<file path="src/rtl/batch_dispatcher.sv">
// ============================================================================
// Module  : batch_dispatcher
// Brief   : Routes upstream batch groups round-robin onto NUM_FU functional
//           units. Optional watchdog is enabled by BATCH_DISPATCHER_TIMEOUT_EN.
// Rev     : 1.0  initial release
// ============================================================================
`default_nettype none

module batch_dispatcher #(
    parameter int NUM_FU         = 4,
    parameter int BATCH_WIDTH    = 128,
    parameter int TIMEOUT_CYCLES = 64
) (
    input  logic                          clock,
    input  logic                          reset,
    input  logic                          in_valid,
    output logic                          in_ready,
    input  logic [BATCH_WIDTH-1:0]        in_batch,
    input  logic                          in_last,
    output logic [NUM_FU*BATCH_WIDTH-1:0] fu_batch,
    output logic [NUM_FU-1:0]             fu_end_tag,
    input  logic [NUM_FU-1:0]             fu_done,
    output logic [NUM_FU-1:0]             fu_busy,
    output logic [15:0]                   groups_done,
    output logic                          idle,
    output logic [NUM_FU-1:0]             timeout_err
);

    localparam int         IW      = $clog2(NUM_FU);
    localparam logic [0:0] ST_IDLE = 1'b0;
    localparam logic [0:0] ST_OPEN = 1'b1;

    logic [0:0]                   r_state;
    logic [0:0]                   w_state_nxt;
    logic [IW-1:0]                r_rr;
    logic [IW-1:0]                r_cur;
    logic [NUM_FU-1:0]            r_busy;
    logic [NUM_FU*BATCH_WIDTH-1:0] r_fu_batch;
    logic [NUM_FU-1:0]            r_end_tag;
    logic [15:0]                  r_groups_done;

    logic                         w_xfer;
    logic [IW-1:0]                w_grant;
    logic [IW:0]                  w_sum;
    logic [IW-1:0]                w_tgt;
    logic [IW-1:0]                w_tgt_nxt;
    logic [NUM_FU-1:0]            w_done_ok;
    logic [NUM_FU-1:0]            w_to_hit;
    logic [NUM_FU-1:0]            w_set;
    logic [3:0]                   w_done_cnt;

    assign w_xfer = in_valid & in_ready;

    // Lowest offset from rr wins, so scan offsets from high to low.
    always_comb begin
        w_grant = r_rr;
        w_sum   = '0;
        for (int i = NUM_FU - 1; i >= 0; i--) begin
            w_sum = {1'b0, r_rr} + (IW+1)'(i);
            if (w_sum >= (IW+1)'(NUM_FU)) begin
                w_sum = w_sum - (IW+1)'(NUM_FU);
            end
            if (!r_busy[w_sum[IW-1:0]]) begin
                w_grant = w_sum[IW-1:0];
            end
        end
    end

    assign w_tgt     = (r_state == ST_IDLE) ? w_grant : r_cur;
    assign w_tgt_nxt = (w_tgt == IW'(NUM_FU - 1)) ? '0 : w_tgt + 1'b1;

    always_comb begin
        w_set      = '0;
        w_done_ok  = '0;
        w_done_cnt = '0;
        if (w_xfer && (r_state == ST_IDLE)) begin
            w_set[w_grant] = 1'b1;
        end
        for (int k = 0; k < NUM_FU; k++) begin
            w_done_ok[k] = fu_done[k] & r_busy[k] &
                           ~((r_state == ST_OPEN) && (r_cur == IW'(k)));
            w_done_cnt   = w_done_cnt + {3'b000, w_done_ok[k]};
        end
    end

    // FSM: state register
    always_ff @(posedge clock) begin
        if (reset) begin
            r_state <= ST_IDLE;
        end else begin
            r_state <= w_state_nxt;
        end
    end

    // FSM: next state
    always_comb begin
        w_state_nxt = r_state;
        if (w_xfer) begin
            w_state_nxt = in_last ? ST_IDLE : ST_OPEN;
        end
    end

    // FSM: outputs, derived from registered state only
    always_comb begin
        in_ready = (r_state == ST_OPEN) || (r_busy != {NUM_FU{1'b1}});
        idle     = (r_state == ST_IDLE) && (r_busy == '0);
    end

    always_ff @(posedge clock) begin
        if (reset) begin
            r_rr          <= '0;
            r_cur         <= '0;
            r_busy        <= '0;
            r_fu_batch    <= '0;
            r_end_tag     <= '0;
            r_groups_done <= '0;
        end else begin
            r_fu_batch    <= '0;
            r_end_tag     <= '0;
            r_busy        <= (r_busy & ~w_done_ok & ~w_to_hit) | w_set;
            r_groups_done <= r_groups_done + {12'h000, w_done_cnt};
            if (w_xfer) begin
                r_cur                                   <= w_tgt;
                r_fu_batch[w_tgt*BATCH_WIDTH +: BATCH_WIDTH] <= in_batch;
                if (in_last) begin
                    r_end_tag[w_tgt] <= 1'b1;
                    r_rr             <= w_tgt_nxt;
                end
            end
        end
    end

`ifdef BATCH_DISPATCHER_TIMEOUT_EN
    localparam int TW = $clog2(TIMEOUT_CYCLES + 1);

    for (genvar k = 0; k < NUM_FU; k++) begin : g_timeout
        logic [TW-1:0] r_cnt;
        logic          r_act;
        logic          r_err;

        // Counter runs from the end-tag cycle; a real done always wins.
        assign w_to_hit[k]    = r_act & (r_cnt == TW'(TIMEOUT_CYCLES - 1)) & ~w_done_ok[k];
        assign timeout_err[k] = r_err;

        always_ff @(posedge clock) begin
            if (reset) begin
                r_cnt <= '0;
                r_act <= 1'b0;
                r_err <= 1'b0;
            end else begin
                if (w_to_hit[k]) begin
                    r_err <= 1'b1;
                end
                if (w_done_ok[k] || w_to_hit[k]) begin
                    r_act <= 1'b0;
                    r_cnt <= '0;
                end else if (r_end_tag[k]) begin
                    r_act <= 1'b1;
                    r_cnt <= TW'(1);
                end else if (r_act) begin
                    r_cnt <= r_cnt + 1'b1;
                end
            end
        end
    end
`else
    assign w_to_hit    = '0;
    assign timeout_err = '0;
`endif

    assign fu_batch    = r_fu_batch;
    assign fu_end_tag  = r_end_tag;
    assign fu_busy     = r_busy;
    assign groups_done = r_groups_done;

endmodule

`default_nettype wire

</file>
<file path="config.mk">
export PLATFORM = sky130hd
export DESIGN_NAME = batch_dispatcher
export DESIGN_NICKNAME = d
export VERILOG_FILES = /design/src/rtl/batch_dispatcher.sv
export SDC_FILE = /design/constraint.sdc
export NUM_CORES = 1
export LEC_CHECK = 0
export BUFFER_PORTS_ARGS = -buffer_cell sky130_fd_sc_hd__clkbuf_2
export CORE_AREA = 2 2 264 266
export CTS_BUF_LIST = sky130_fd_sc_hd__clkbuf_4 sky130_fd_sc_hd__clkbuf_8
export CTS_CLUSTER_SIZE = 10
export DETAILED_ROUTE_END_ITERATION = 6
export DIE_AREA = 0 0 266 268
export GPL_TIMING_DRIVEN = 1
export PLACE_DENSITY = 0.58
export SLEW_MARGIN = 20
export SYNTH_ARGS = -nofsm -noshare
export SYNTH_HDL_FRONTEND = slang
export SYNTH_SLANG_ARGS = --single-unit
</file>
<file path="constraint.sdc">
create_clock -name clock -period 3.7 [get_ports clock]
set_input_delay 0.74 -clock clock [delete_from_list [all_inputs] [get_ports clock]]
set_output_delay 0.74 -clock clock [all_outputs]
set_load 0.01 [all_outputs]
</file>
Yosys cells after proc, flatten, opt, wreduce, memory -nomap -nowiden
Index checks and enable logic that the tools add are counted.
{"block": "totals", "romBits": 0, "ram_bits": 0, "elab_cells": 97, "in_bits": 136, "out_inout_bits": 542, "reg_bits": 541, "mem_count": 0, "latchBits": 0}
{"block": "classes", "magnitude_cmp": 12, "n_reduce_logical": 14, "n_mul": 0, "n_eq_ne": 5, "add_sub_neg": 13, "shift": 2, "muxes": 24, "n_bitwise": 20, "div": 0}
{"op": "$and A512 B512 Y512", "count": 1}
{"op": "$shift A128 B34 Y512 const A", "count": 1}
{"op": "$shiftx A128 B34 Y512", "count": 1}
{"op": "$neg A9 Y34", "count": 1}
{"op": "$mux W2", "count": 10}
{"op": "$lt A2 B3 Y1 const B", "count": 6}
{"op": "$add A16 B4 Y16", "count": 1}
{"op": "$and A1 B1 Y1", "count": 9}
{"op": "$ge A3 B3 Y1 const B", "count": 3}
{"op": "$bmux W1 S2", "count": 4}
{"op": "$logic_and A1 B1 Y1", "count": 8}
{"op": "$sub A2 B1 Y2 const B", "count": 4}
{"op": "$mux W1", "count": 7}
{"op": "$not A1 Y1", "count": 7}
{"op": "$add A2 B2 Y3 const B", "count": 2}
{"op": "$eq A2 B2 Y1 const B", "count": 3}
{"op": "$add A3 B1 Y4", "count": 1}
{"op": "$and A4 B4 Y4", "count": 1}
{"op": "$demux W1 S2", "count": 2}
{"op": "$ge A2 B1 Y1 const B", "count": 2}
{"op": "$logic_not A4 Y1", "count": 1}
{"op": "$mux W4", "count": 1}
{"op": "$ne A4 B4 Y1 const B", "count": 1}
{"op": "$not A4 Y4", "count": 1}
{"op": "12 further kinds", "count": 12}

Logic depth before layout (Yosys ltp)
{"block": "logic_depth", "depth_word": 15, "mapped_depth": 12, "mapped_depth_nobuf": 10}

Worst setup path after synthesis
No wires, ideal clock.
{"block": "synth_path", "kind": "register to register", "start": "register r_busy[2], in the netlist fu_busy[2]", "end": "register r_fu_batch[100], in the netlist fu_batch[100]", "setup_slack_ns": 0.620, "arrival_time_ns": 3.015, "stages_incl_launch_ff": 13, "required_time_ns": 3.636, "n_path_buf": 5, "setup_ns": 0.064, "period_less_slack_ns": 3.080, "cell_sequence": "dfxtp_1 buf_4 nand3_1 and3_1 o41a_1 buf_1 ha_1 and3b_1 clkbuf_1 clkbuf_1 clkbuf_1 nand3_1 nor2_1"}
{"block": "synth_between", "elab_chain_cells": 10, "elab_cells_between_ends": 22, "cone_classes": "add/sub: 1; eq/ne: 1; shift: 2; mux: 13; bitwise: 3; reduce/logical: 2"}
{"item": "start, declared", "line": "37", "rtl": "logic [NUM_FU-1:0] r_busy;"}
{"item": "start signal, assigned", "line": "120", "rtl": "r_busy <= (r_busy & ~w_done_ok & ~w_to_hit) | w_set;"}
{"item": "$bmux W1 S2", "line": "63", "rtl": "if (!r_busy[w_sum[IW-1:0]]) begin"}
{"item": "$mux W1 (implied by the code)", "line": "63"}
{"item": "$mux W2 (4 in a row)", "line": "63"}
{"item": "$mux W2", "line": "69", "rtl": "assign w_tgt = (r_state == ST_IDLE) ? w_grant : r_cur;"}
{"item": "$neg A9 Y34", "line": "124", "rtl": "r_fu_batch[w_tgt*BATCH_WIDTH +: BATCH_WIDTH] <= in_batch;"}
{"item": "$shiftx A128 B34 Y512 or $shift A128 B34 Y512 (tied branches)", "line": "124"}
{"item": "$and A512 B512 Y512 (no line)"}
{"item": "end signal, assigned by index", "line": "124"}
{"item": "end, declared", "line": "38", "rtl": "logic [NUM_FU*BATCH_WIDTH-1:0] r_fu_batch;"}
Several ways; a longest one is shown, not always the timed one. The select of a mux whose other input is x is not followed.
A chain may end at the register's enable or synchronous reset.

Worst setup path in the final report
{"block": "layout_path", "start": "register r_busy[0], in the netlist fu_busy[0]", "end": "register r_fu_batch[355], in the netlist fu_batch[355]"}
Same word-level chain as after synthesis.

==> flow_metrics.env <==
export IMPL_status="complete, no violations"
export IMPL_port_buffers=673
export IMPL_crit_family="compound AO/OA/AOI/OAI gates"
export IMPL_p_int_mw=9.966
export IMPL_drt_wirelength_per_cell_um=17.37
export IMPL_cts_hold_buffers_added=0
export IMPL_seq_power_share=0.429
export IMPL_relSlewSlack=0.3820
export IMPL_ys_seq_area_frac=0.6424
export IMPL_grt_pass1_wl_um=85790
export IMPL_hold_path_endpoint="fu_batch[268]"
export IMPL_routed_wl_um=58110
export IMPL_dpl_cell_count=3184
export IMPL_crit_type="flip-flop to flip-flop"
export IMPL_synth_edf_count=0
export IMPL_grt_pass1_vias=13970
export IMPL_clk_pin_slew_ps=60
export IMPL_ant_nets=0
export IMPL_synth_seq_cells=541
export IMPL_fin_util=0.3384
export IMPL_synth_cell_types=49
export IMPL_fin_cells=3346
export IMPL_ff2ff_setup_slack_ps=320
export IMPL_crit_chain="nand3_1, and3_1, o41a_2, ha_1, nand2b_1, a2111oi_4, buf_12, buf_12, nand3_1, nor2_1"
export IMPL_synth_top_family_by_area="simple AND/OR/NAND/NOR gates"
export IMPL_rows=96
export IMPL_fmax_mhz=295.5
export IMPL_holdWs_ps=319.0
export IMPL_p_per_area_mw_per_mm2=607.1
export IMPL_antenna_diode_count=0
export IMPL_clock_skew_ps=32.88
export IMPL_worstHoldStart="in_batch[12]"
export IMPL_syn_to_final_growth_pct=36.94
export IMPL_worstRegToRegCells=10
export IMPL_drive_gt1_frac=0.3608
export IMPL_synth_compound_area_frac=0.01766
export IMPL_fin_crit_sh=0.9145
export IMPL_vias_per_cell=4.376
export IMPL_drt_first_pass_iters=6
export IMPL_synth_area_per_cell_um2=9.645
export IMPL_critPathLaunchType="flip-flop"
export IMPL_rsz0062_at_grt="false"
export IMPL_place_congestion=0.7880
export IMPL_placed_area_mm2=0.02100
export IMPL_async_reset_ff_frac=0
export IMPL_cts_tree="built"
export IMPL_setup_tns_final_ps=0
export IMPL_dp_slack_ps=346.0
export IMPL_vias=14640
export IMPL_hp_class="input port to flip-flop"
export IMPL_route_detailed_drc=0
export IMPL_fin_ws_ps=316.3
export IMPL_synth_xor_area_frac=0.004675
export IMPL_cp_max_fo=57
export IMPL_clockRootBuffer="clkbuf_8"
export IMPL_tightest_slew_ps=927.0
export IMPL_io_pins=678
export IMPL_ir_drop_mv=0.4030
export IMPL_fin_crit_ps=3384
export IMPL_drtIter0Drc=1074
export IMPL_yosysWarningCount=0
export IMPL_fin_area_mm2=0.02309
export IMPL_synth_mux_area_frac=0.0005937
export IMPL_swShare=0.2890
export IMPL_power_switching_mw=4.050
export IMPL_maxSlewViolCount=0
export IMPL_cts_resized=0
export IMPL_dieArea_mm2=0.07129
export IMPL_p_clk_frac=0.427
export IMPL_antenna_found_initial=3
export IMPL_r2r_end="fu_batch[355]"
export IMPL_p_total_mw=14.02
export IMPL_netlist_instances=1748
export IMPL_leakage_nw=10.98
export IMPL_syn_area_mm2=0.01686
export IMPL_initial_core_util=0.2471
export IMPL_critPathCaptureType="flip-flop"
export IMPL_grt_max_degree=171
export IMPL_cp_startpoint="fu_busy[0]"
export IMPL_worst_path_buf_inv=2
export IMPL_holdPathStages=3
export IMPL_cp_arrival_ps=3970
export IMPL_cts_max_level=3
export IMPL_fp_dieH_um=268
export IMPL_cts_made_buffers=90
export IMPL_reg2reg_from="fu_busy[0]"
export IMPL_required_ps=4290
export IMPL_synth_adder_area_share=0.008015
export IMPL_synth_flop_cell="dfxtp_1"
export IMPL_cap_viol_max_count=0
export IMPL_clockBufferDepth=3
export IMPL_synth_simple_area_share=0.2711
export IMPL_cpPeakStageDelay_ps=560
export IMPL_cts_setup_buffers=0
export IMPL_nets=2539
export IMPL_pwr_share_comb=0.144
export IMPL_die_x_um=266
export IMPL_core_mm2=0.06823
export IMPL_setup_viol=0
export IMPL_insertion_delay_ps=670
export IMPL_grt_ovfl_total=0
export IMPL_track_usage=0.1548
export IMPL_cts_sinks=541
export IMPL_hold_viol_final=0
export IMPL_cpMaxStageDelayCell="o41a_2"
export IMPL_dp_hpwl_um=39270
-- cells in the mapped netlist, types with 6 or more instances --
library cell / number / area, um^2
a21oi_1: 10 / 50.05
and3_1: 134 / 838.3
buf_2: 59 / 295.3
buf_4: 27 / 202.7
buf_6: 11 / 123.9
clkbuf_1: 65 / 244.0
dfxtp_1: 541 / 10830
ha_1: 6 / 75.07
inv_1: 12 / 45.04
nand2_1: 11 / 41.29
nand3_1: 388 / 1942
nor2_1: 400 / 1501
o21ai_0: 8 / 40.04
xor2_1: 7 / 61.31
-- worst max path at each step --
stage / end / depth (start not counted) / slack [ps]
4_1_cts: fu_batch[340] / 10 / 320
3_3_place_gp: groups_done[14] / 10 / 450
3_5_place_dp: fu_batch[355] / 10 / 350
2_1_floorplan: fu_batch[100] / 12 / 620
6_report: fu_batch[355] / 10 / 320
5_1_grt: groups_done[14] / 10 / 90
-- flip-flops by register name, indices dropped and copies added, names as in the netlist --
name         cells
r_rr             2
r_state          1
r_cur            2
fu_busy          4
groups_done     16
fu_batch       512
fu_end_tag       4
-- metal layers --
layer	track usage	up-vias	part of all wire
li1	-	7082	-
met1	0.1845	6917	0.41
met5	0	-	0.00028
met4	0.04494	2	0.020
met3	0.04930	91	0.077
met2	0.2665	550	0.49
-- final cells by class --
type	instances	area (um^2)
clock buffers	140	1770
clock inverters	22	316.6
fillers	7102	45140
inverters	13	56.30
multi-input cells	1031	5150
flip-flops and latches	541	10830
well taps	882	1104
repair buffers	717	3861
-- worst min-delay path, delay by kind of cell --
family,cells,cell delay [ps]
buffers and inverters,1,110
AND/OR/NAND/NOR,2,100
-- cell usage in the layout, fill, tap and decap left out, types with 4 or more instances in the layout --
cell       netlist  final
nand4b_1         4      4
nand4_1          4      4
clkbuf_2         3    673
buf_4           27     31
nor2b_1          4      4
clkbuf_4         0     25
or3_1            4      4
nor2_1         400    400
ha_1             6      4
nand3_1        388    388
conb_1           1      4
clkbuf_8         0    115
nand2_1         11     11
bufinv_16        0      6
xor2_1           7      7
buf_12           0     13
clkinv_2         0      8
inv_1           12     12
a21oi_1         10     10
dfxtp_1        541    541
and3_1         134    133
o21ai_0          8      8
-- power groups by stage --
stage	Clock (mW)	Sequential, mW	Combinational [mW]
3_3_place_gp	0	6.14	2.06
6_report	5.99	6.01	2.02
2_1_floorplan	0	6.19	1.15
5_1_grt	6.43	6.02	2.18
4_1_cts	6.16	6.01	2.05
3_5_place_dp	0	6.14	2.05
-- cell families after synthesis --
family                     Yosys count
muxes                                1
and+or+nand+nor                    968
DFF                                541
buffers and inverters              179
other                                1
xor gates and xnor gates             9
AOI/OAI and AO/OA                   40
adders and majority gates            9
(Power assumes the default switching activity.)
